--- src/rtl/branch_resolve_unit_pkg.sv ---
// rtl/branch_resolve_unit_pkg.sv - opcode/funct3 encodings and B-type decode helpers
package branch_resolve_unit_pkg;

  localparam logic [6:0] OPC_BRANCH = 7'b1100011;

  localparam logic [2:0] FNC_BEQ  = 3'b000;
  localparam logic [2:0] FNC_BNE  = 3'b001;
  localparam logic [2:0] FNC_BLT  = 3'b100;
  localparam logic [2:0] FNC_BGE  = 3'b101;
  localparam logic [2:0] FNC_BLTU = 3'b110;
  localparam logic [2:0] FNC_BGEU = 3'b111;

  // B-immediate field positions within the instruction word
  function automatic logic [12:0] b_imm(input logic [31:0] inst);
    return {inst[31], inst[7], inst[30:25], inst[11:8], 1'b0};
  endfunction

  function automatic logic branch_taken(input logic [2:0] f3, input logic eq, input logic lt);
    logic t;
    t = 1'b0;
    case (f3)
      FNC_BEQ:            t = eq;
      FNC_BNE:            t = ~eq;
      FNC_BLT, FNC_BLTU:  t = lt;
      FNC_BGE, FNC_BGEU:  t = ~lt;
      default:            t = 1'b0;
    endcase
    return t;
  endfunction

endpackage

--- src/rtl/branch_resolve_unit_comparator.sv ---
// rtl/branch_resolve_unit_comparator.sv - combinational rs1/rs2 equality and signed/unsigned less-than
module branch_comparator #(
  parameter int XLEN = 32
) (
  input  logic [XLEN-1:0] rs1_i,
  input  logic [XLEN-1:0] rs2_i,
  input  logic            brun_i,
  output logic            br_eq_o,
  output logic            br_lt_o
);

  assign br_eq_o = (rs1_i == rs2_i);
  assign br_lt_o = brun_i ? (rs1_i < rs2_i) : ($signed(rs1_i) < $signed(rs2_i));

endmodule

--- src/rtl/branch_resolve_unit.sv ---
// rtl/branch_resolve_unit.sv - EX-stage branch resolve: stage register, redirect pulse, shadow squash, counters
module branch_resolve_unit
  import branch_resolve_unit_pkg::*;
#(
  parameter int XLEN  = 32,
  parameter int CNT_W = 32
) (
  input  logic             clk,
  input  logic             rst,
  input  logic             valid_i,
  input  logic [31:0]      inst_i,
  input  logic [XLEN-1:0]  pc_i,
  input  logic [XLEN-1:0]  rs1_i,
  input  logic [XLEN-1:0]  rs2_i,
  input  logic             brun_i,
  input  logic             stall_i,
  input  logic             flush_i,
  output logic             redirect_valid_o,
  output logic [XLEN-1:0]  redirect_pc_o,
  output logic             taken_o,
  output logic             br_eq_o,
  output logic             br_lt_o,
  output logic             illegal_o,
  output logic             brun_err_o,
  output logic [CNT_W-1:0] branch_cnt_o,
  output logic [CNT_W-1:0] taken_cnt_o
);

  logic             eq_c, lt_c;
  logic             valid_q, taken_q, eq_q, lt_q, illegal_q, fired_q, err_q;
  logic [XLEN-1:0]  target_q;
  logic [CNT_W-1:0] branch_cnt_q, taken_cnt_q;

  logic [2:0]       f3;
  logic [12:0]      imm13;
  logic [XLEN-1:0]  imm_x, target_c;
  logic             redirect, live, taken_c, illegal_c, err_c;
  logic             unused_inst;

  branch_comparator #(.XLEN(XLEN)) u_cmp (
    .rs1_i   (rs1_i),
    .rs2_i   (rs2_i),
    .brun_i  (brun_i),
    .br_eq_o (eq_c),
    .br_lt_o (lt_c)
  );

  assign f3          = inst_i[14:12];
  assign imm13       = b_imm(inst_i);
  assign imm_x       = {{(XLEN-13){imm13[12]}}, imm13};
  assign target_c    = pc_i + imm_x;
  assign unused_inst = ^inst_i[24:15];

  // The redirect cycle doubles as the shadow: whatever fetch presents then is wrong-path.
  assign redirect  = valid_q & taken_q & ~fired_q;
  assign live      = valid_i & (inst_i[6:0] == OPC_BRANCH) & ~flush_i & ~redirect;
  assign illegal_c = (f3 == 3'b010) | (f3 == 3'b011);
  assign taken_c   = branch_taken(f3, eq_c, lt_c);
  assign err_c     = (((f3 == FNC_BLT)  | (f3 == FNC_BGE))  &  brun_i) |
                     (((f3 == FNC_BLTU) | (f3 == FNC_BGEU)) & ~brun_i);

  always_ff @(posedge clk) begin
    if (!rst) begin
      valid_q      <= 1'b0;
      taken_q      <= 1'b0;
      eq_q         <= 1'b0;
      lt_q         <= 1'b0;
      illegal_q    <= 1'b0;
      fired_q      <= 1'b0;
      err_q        <= 1'b0;
      target_q     <= '0;
      branch_cnt_q <= '0;
      taken_cnt_q  <= '0;
    end else if (stall_i) begin
      fired_q <= fired_q | redirect;
    end else begin
      fired_q   <= 1'b0;
      valid_q   <= live;
      taken_q   <= live & taken_c;
      eq_q      <= live & eq_c;
      lt_q      <= live & lt_c;
      illegal_q <= live & illegal_c;
      target_q  <= live ? target_c : '0;
      if (live) begin
        branch_cnt_q <= branch_cnt_q + CNT_W'(1);
        if (taken_c) taken_cnt_q <= taken_cnt_q + CNT_W'(1);
        if (err_c)   err_q       <= 1'b1;
      end
    end
  end

  assign redirect_valid_o = redirect;
  assign redirect_pc_o    = target_q;
  assign taken_o          = taken_q;
  assign br_eq_o          = eq_q;
  assign br_lt_o          = lt_q;
  assign illegal_o        = illegal_q;
  assign brun_err_o       = err_q;
  assign branch_cnt_o     = branch_cnt_q;
  assign taken_cnt_o      = taken_cnt_q;

endmodule

--- config.mk ---
export PLATFORM = sky130hd
export DESIGN_NAME = branch_resolve_unit
export DESIGN_NICKNAME = d
export VERILOG_FILES = /design/src/rtl/branch_resolve_unit_pkg.sv /design/src/rtl/branch_resolve_unit_comparator.sv /design/src/rtl/branch_resolve_unit.sv
export SDC_FILE = /design/constraint.sdc
export NUM_CORES = 1
export LEC_CHECK = 0
export BUFFER_PORTS_ARGS = -buffer_cell sky130_fd_sc_hd__buf_4
export CORE_MARGIN = 5
export CORE_UTILIZATION = 40
export CTS_BUF_LIST = sky130_fd_sc_hd__clkbuf_4 sky130_fd_sc_hd__clkbuf_8
export DETAILED_ROUTE_END_ITERATION = 6
export PLACE_DENSITY = 0.76
export SYNTH_ARGS = -nofsm -noshare
export SYNTH_HDL_FRONTEND = slang
export SYNTH_SLANG_ARGS = --single-unit
--- constraint.sdc ---
create_clock -name clk -period 5.3 [get_ports clk]
set_clock_uncertainty 0.1 [all_clocks]
set_input_delay 0.53 -clock clk [delete_from_list [all_inputs] [get_ports clk]]
set_output_delay 0.53 -clock clk [all_outputs]
set_load 0.02 [all_outputs]
==> results of run 1 <==
==> worst max-delay path: stages <==
cell       delay [ns]
buf_4            0.11
ha_1             0.36
nand4_1          0.17
nor4_2           0.54
nand2_1          0.19
a221oi_1         0.40
nand2_1          0.16
a2bb2oi_2        0.84
o311ai_0         0.28
o41ai_1          0.11
==> path summary, 6_finish.rpt <==
path / startpoint / to / cells after the start
max: rs1_i[31] / taken_cnt_o[28] / 10
min: pc_i[0] / redirect_pc_o[0] / 2
max reg2reg: taken_cnt_o[3] / taken_cnt_o[31] / 9
min reg2reg: redirect_pc_o[29] / redirect_pc_o[29] / 2
==> synth_stat cells (all sizes together), types with 6 or more instances <==
| cell type | instances | area (µm²) |
|---|---|---|
| dfxtp | 103 | 2060 |
| nand2 | 103 | 387 |
| ha | 64 | 801 |
| o21ai | 54 | 270 |
| inv | 47 | 176 |
| xnor2 | 37 | 324 |
| a21oi | 34 | 170 |
| and2 | 33 | 206 |
| clkbuf | 21 | 78.8 |
| nand3 | 21 | 105 |
| nand4 | 20 | 140 |
| a21o | 19 | 143 |
| xor2 | 19 | 166 |
| nand2b | 17 | 106 |
| nor2 | 14 | 52.6 |
| mux2i | 12 | 120 |
| o211ai | 12 | 90.1 |
| and3 | 11 | 75.1 |
| nor2b | 10 | 62.6 |
| or3 | 10 | 62.6 |
| a21boi | 9 | 67.6 |
| or4b | 9 | 90.1 |
| and4 | 7 | 61.3 |
| nor3b | 7 | 52.6 |
| a22o | 6 | 52.6 |
| nor4 | 6 | 58.8 |
| o21a | 6 | 45.0 |
| o31ai | 6 | 45.0 |
==> power by group through the flow <==
stage	registers (mW)	clock network, mW	logic (mW)
global placement	0.792	0	0.332
floorplan	0.792	0	0.215
finish	0.774	0.514	0.340
detailed placement	0.792	0	0.338
CTS	0.774	0.539	0.340
global route	0.774	0.564	0.383
==> layout by cell type, fill, tap and decap left out, types with 4 or more instances in the layout <==
| cell type | n |
|---|---|
| a21boi_0 | 8 |
| clkbuf_8 | 9 |
| or3_1 | 10 |
| nor2b_1 | 10 |
| inv_1 | 47 |
| nor3b_1 | 7 |
| o21ai_0 | 53 |
| nand4_1 | 19 |
| o211ai_1 | 12 |
| and4_1 | 7 |
| o41ai_1 | 5 |
| nand2_1 | 103 |
| mux2i_1 | 12 |
| a22o_1 | 6 |
| buf_4 | 227 |
| ha_1 | 64 |
| nand3_1 | 21 |
| and2_1 | 33 |
| a21o_1 | 19 |
| o31ai_1 | 6 |
| dfxtp_1 | 103 |
| xor2_1 | 19 |
| xnor2_1 | 37 |
| o21bai_1 | 4 |
| o21a_1 | 6 |
| nor4_1 | 4 |
| nor3_1 | 5 |
| nand2b_1 | 17 |
| or4b_2 | 7 |
| a211oi_1 | 5 |
| nor2_1 | 14 |
| o311ai_0 | 5 |
| a21oi_1 | 34 |
| and3_1 | 9 |
==> final cells by class <==
class | count | area [µm²] | area share [%]
Inverter | 47 | 176 | 2.03
Tap cell | 220 | 275 | 3.17
Multi-Input combinational cell | 605 | 4280 | 49.2
Timing Repair Buffer | 227 | 1700 | 19.6
Clock buffer | 9 | 124 | 1.42
Clock inverter | 7 | 77.6 | 0.892
Sequential cell | 103 | 2060 | 23.7
==> cells by family (layout without fill, tap and decap cells) <==
kind of cell | Yosys count | in the layout | share of synthesized area, %
buffers and inverters | 73 | 290 | 4.37
DFF | 103 | 103 | 31.1
xor gates and xnor gates | 56 | 56 | 7.41
adders and majority gates | 65 | 65 | 12.4
muxes | 12 | 12 | 1.81
AOI/OAI and AO/OA | 187 | 187 | 18.8
and+or+nand+nor | 285 | 285 | 24.1
==> layer usage <==
| layer | GRT usage [%] | part of all wire, % | vias up |
|---|---|---|---|
| li1 | - | - | 3238 |
| met1 | 22.0 | 44 | 2913 |
| met2 | 30.5 | 48 | 175 |
| met3 | 4.90 | 6.5 | 29 |
| met4 | 4.84 | 1.5 | 0 |
| met5 | 0 | 0 | - |
==> through the flow <==
step / power [mW] / hold WS (ns) / util (%) / setup slack (ns)
floorplan: 1.01 / 0.336 / - / 2.19
global placement: 1.12 / 0.337 / 51.8 / 1.40
detailed placement: 1.13 / 0.347 / 51.8 / 1.30
CTS: 1.65 / 0.228 / 53.0 / 1.74
global route: 1.72 / 0.228 / 53.0 / 1.43
finish: 1.63 / 0.249 / 53.0 / 1.78
==> registers in the layout, indices dropped and copies added (netlist names) <==
register       flops
br_eq_o            1
br_lt_o            1
branch_cnt_o      32
brun_err_o         1
fired_q            1
illegal_o          1
redirect_pc_o     32
taken_cnt_o       32
taken_o            1
valid_q            1
==> results_dict.tcl, run 1 <==
set metrics [dict create \
    p_per_area_nw_per_um2 187 \
    min_period_over_period_pct 66.4 \
    yosysSeqAreaShare_pct 31.1 \
    fin_cells 1218 \
    die_h_um 139 \
    cts_made_buffers 9 \
    firstDrtPassIters 4 \
    cts-resized-gates 0 \
    routedWlPerCell_um 14.5 \
    num_io_pins 236 \
    critPathLaunchType "primary input" \
    endpoint_kind "flop" \
    ir_drop_uv 107 \
    fin_area_um2 8690 \
    ys_warn_count 0 \
    synth.distinct_cells 66 \
    status "complete, no violations" \
    power_frac_seq_pct 47.5 \
    worst_slew_pin_slew_ns 1.04 \
    worst-r2r-setup-slack_ns 2.34 \
    finish.net_count 1192 \
    tritoncts "built" \
    setup-tns-final_ns 0 \
    antenna_cells 0 \
    switchingPower_uw 458 \
    totalWireLength_mm 17.6 \
    postCtsSetupBuffers 0 \
    drt_first_iter_violations 198 \
    syn_inst 781 \
    synth-edff-count 0 \
    area_growth_pct 31.3 \
    fp.dieArea_um2 19200 \
    rows 47 \
    max_cap_viol_count 0 \
    cts_root_buf "clkbuf_8" \
    gp_congestion 0.818 \
    async_flop_share_pct 0 \
    htreeDepth 3 \
    track_usage_pct 17.8 \
    grt_pass1_wl_mm 29.3 \
    power_frac_clock_pct 31.6 \
    synthesis.area_um2 6620 \
    leakage_nw 4.00 \
    p_sw_share_pct 28.2 \
    ctsHoldBuffers 0 \
    p_int_mw 1.17 \
    max_clock_freq_mhz 284 \
    clkSinkCount 103 \
    period_needed_ns 3.52 \
    crit_required_ns 5.49 \
    synth_nets 980 \
    report.final.slew_viol_count 0 \
    hold_class "primary input to flop" \
    core_um2 16400 \
    grt_start_max_net_pins 99 \
    first_global_vias 6149 \
    n_fill_cell 1518 \
    p_comb_share_pct 20.9 \
    vias_per_cell 5.22 \
    relSlewSlack_pct 30.8 \
    synth-seq-cells 103 \
    max-clock-path-buffers 2 \
    clk_latency_ns 0.38 \
    hold_viol 0 \
    synth.avg_cell_area_um2 8.48 \
    antenna_found_initial 0 \
    postPlaceCellArea_um2 8490 \
    die_w_um 139 \
    grt_setup_unrepaired "false" \
    setup_viol 0 \
    initial_core_util_pct 40.3 \
    port_buffers 225 \
    ys.flop_type "dfxtp_1" \
    arrival_ns 3.71 \
    drive_gt1_share_pct 26.1 \
    route.antenna.remaining_nets 0 \
    dp.cells 1202 \
    vias 6355 \
    drcViolationCount 0 \
    gr-total-overflow 0 \
    crit_type "primary input to flop" \
    dp_hpwl_mm 13.9 \
    path_max_fanout 23 \
    clkTransAtPathRegs_ns 0.11 \
]
(Power assumes the default switching activity.)
==> inputs of run 2 (changes only) <==
- PLACE_DENSITY: 0.76 -> 0.78
- clock period: 5.3 -> 2.8 ns (I/O delays scaled with it)
==> results_dict.tcl, run 2 (synthesized netlist as in run 1, its figures left out) <==
set metrics [dict create \
    core_um2 16400 \
    grt_pass1_wl_mm 31.2 \
    status "complete, no violations" \
    startpoint "rs2_i[11]" \
    cts_made_buffers 9 \
    fp.dieArea_um2 19200 \
    max-clock-path-buffers 2 \
    clk_latency_ns 0.37 \
    track_usage_pct 19.1 \
    crit_required_ns 3.02 \
    num_io_pins 236 \
    gr-total-overflow 0 \
    setup_viol 0 \
    layout_commonest_cell "buf_4" \
    fin_area_um2 9370 \
    worst-r2r-setup-slack_ns 0.18 \
    worstSetupEndpoint "taken_cnt_o[6]" \
    vias 6630 \
    finish.net_count 1254 \
    dp_hpwl_mm 15.3 \
    postPlaceCellArea_um2 8950 \
    route.antenna.remaining_nets 0 \
    gp_congestion 0.828 \
    critPathLaunchType "primary input" \
    drcViolationCount 0 \
    drive_gt1_share_pct 31.9 \
    clkTransAtPathRegs_ns 0.11 \
    totalWireLength_mm 19.2 \
    first_global_vias 6483 \
    die_w_um 139 \
    setup-tns-final_ns 0 \
    vias_per_cell 5.18 \
    p_per_area_nw_per_um2 343 \
    drt_first_iter_violations 195 \
    max_clock_freq_mhz 361 \
    r2r_end "taken_cnt_o[31]" \
    antenna_found_initial 0 \
    arrival_ns 2.99 \
    max_cap_viol_count 0 \
    cts_root_buf "clkbuf_8" \
    clkSinkCount 103 \
    path_max_fanout 6 \
    tritoncts "built" \
    layout_common_cells "285 x buf_4, 102 x nand2_1, 101 x dfxtp_1" \
    relSlewSlack_pct 64.2 \
    leakage_nw 4.35 \
    ir_drop_uv 238 \
    antenna_cells 0 \
    post-route-util_pct 57.1 \
    rr_worst_depth 9 \
    crit_type "primary input to flop" \
    hold_viol 0 \
    r2r-start "taken_cnt_o[6]" \
    endpoint_kind "flop" \
    firstDrtPassIters 4 \
    htreeDepth 3 \
    area_growth_pct 41.6 \
    hold_class "primary input to flop" \
    port_buffers 225 \
    report.final.slew_viol_count 0 \
    worst_slew_pin_slew_ns 0.535 \
    period_needed_ns 2.77 \
    grt_start_max_net_pins 54 \
    place_ws_ns -0.415 \
    hold_ws_ns 0.112 \
    min_period_over_period_pct 98.9 \
    initial_core_util_pct 40.3 \
    routedWlPerCell_um 15.0 \
    rows 47 \
    die_h_um 139 \
    setup_ws_ns 0.0304 \
]
==> run 2: cell types whose count changed in the layout (fill, tap and decap cells not counted), moves of 2 or more <==
cell and delta:
a211oi_1 -2, a211oi_2 +2, a41oi_1 -2, a41oi_2 +2, buf_12 +2, buf_4 +58, dfxtp_1 -2, dfxtp_2 +2
ha_1 -5, ha_4 +5, nor3_1 -2, or4b_2 -2, or4b_4 +2
==> run 2: power breakdown <==
| part | leakage [nW] | switching (mW) | internal, mW |
|---|---|---|---|
| registers | 0.830 | 0.000224 | 1.46 |
| clock network | 0.109 | 0.574 | 0.434 |
| logic | 3.41 | 0.351 | 0.394 |
==> run 2: layout make-up <==
type / instances / area, µm²
well taps: 220 / 275
repair buffers: 289 / 2210
fillers: 1437 / 7040
flip-flops and latches: 103 / 2060
inverters: 47 / 176
multi-input cells: 605 / 4430
clock buffers: 9 / 124
clock inverters: 7 / 88.8
==> run 2: per-layer routing <==
| metal | up-vias | wire length (µm) | GRT usage (%) |
|---|---|---|---|
| met5 | - | 0 | 0 |
| met4 | 0 | 263 | 4.38 |
| met1 | 3064 | 8300 | 23.8 |
| met2 | 181 | 9530 | 33.6 |
| met3 | 19 | 1070 | 4.55 |
| li1 | 3366 | - | - |
==> run 2: worst min path at each step <==
stage                                 from               end  slack [ns]  depth (start not counted)
after floorplan                    pc_i[0]  redirect_pc_o[0]        0.31                          1
after global placement    redirect_pc_o[8]  redirect_pc_o[8]        0.33                          2
after CTS                       inst_i[13]         illegal_o        0.07                          2
after detailed placement           br_lt_o           br_lt_o        0.35                          2
after global routing            inst_i[13]         illegal_o         0.1                          2
final                           inst_i[13]         illegal_o        0.11                          2
==> run 2: metrics by stage <==
| stage | power [mW] | cells |
|---|---|---|
| 2_1_floorplan | 1.91 | 781 |
| 3_3_place_gp | 2.19 | 1259 |
| 3_5_place_dp | 2.21 | 1259 |
| 4_1_cts | 3.22 | 1276 |
| 5_1_grt | 3.40 | 1280 |
| 6_report | 3.22 | 1280 |
==> run 2: timing repair <==
| action | 4_1_cts | 5_1_grt |
|---|---|---|
| setup endpoints to repair | 4 | 27 |
| buffers inserted | 0 | 3 |
| hold buffers | 1 | 0 |
| resized for setup | 1 | 22 |
| gates cloned | 0 | 1 |
| endpoints found under the hold margin | 1 | 0 |
| pin swaps | 0 | 11 |
==> run 2: worst max-delay path, cell delays in order <==
cell and delay, ns:
buf_4 0.08, inv_1 0.06, ha_4 0.27, nand4_1 0.12, buf_4 0.16, a2111o_1 0.33, o211ai_1 0.20, buf_4 0.18
buf_4 0.10, a31oi_1 0.11, nand2_2 0.14, a2bb2oi_4 0.09, buf_12 0.14, or4b_2 0.63, nand2_1 0.09
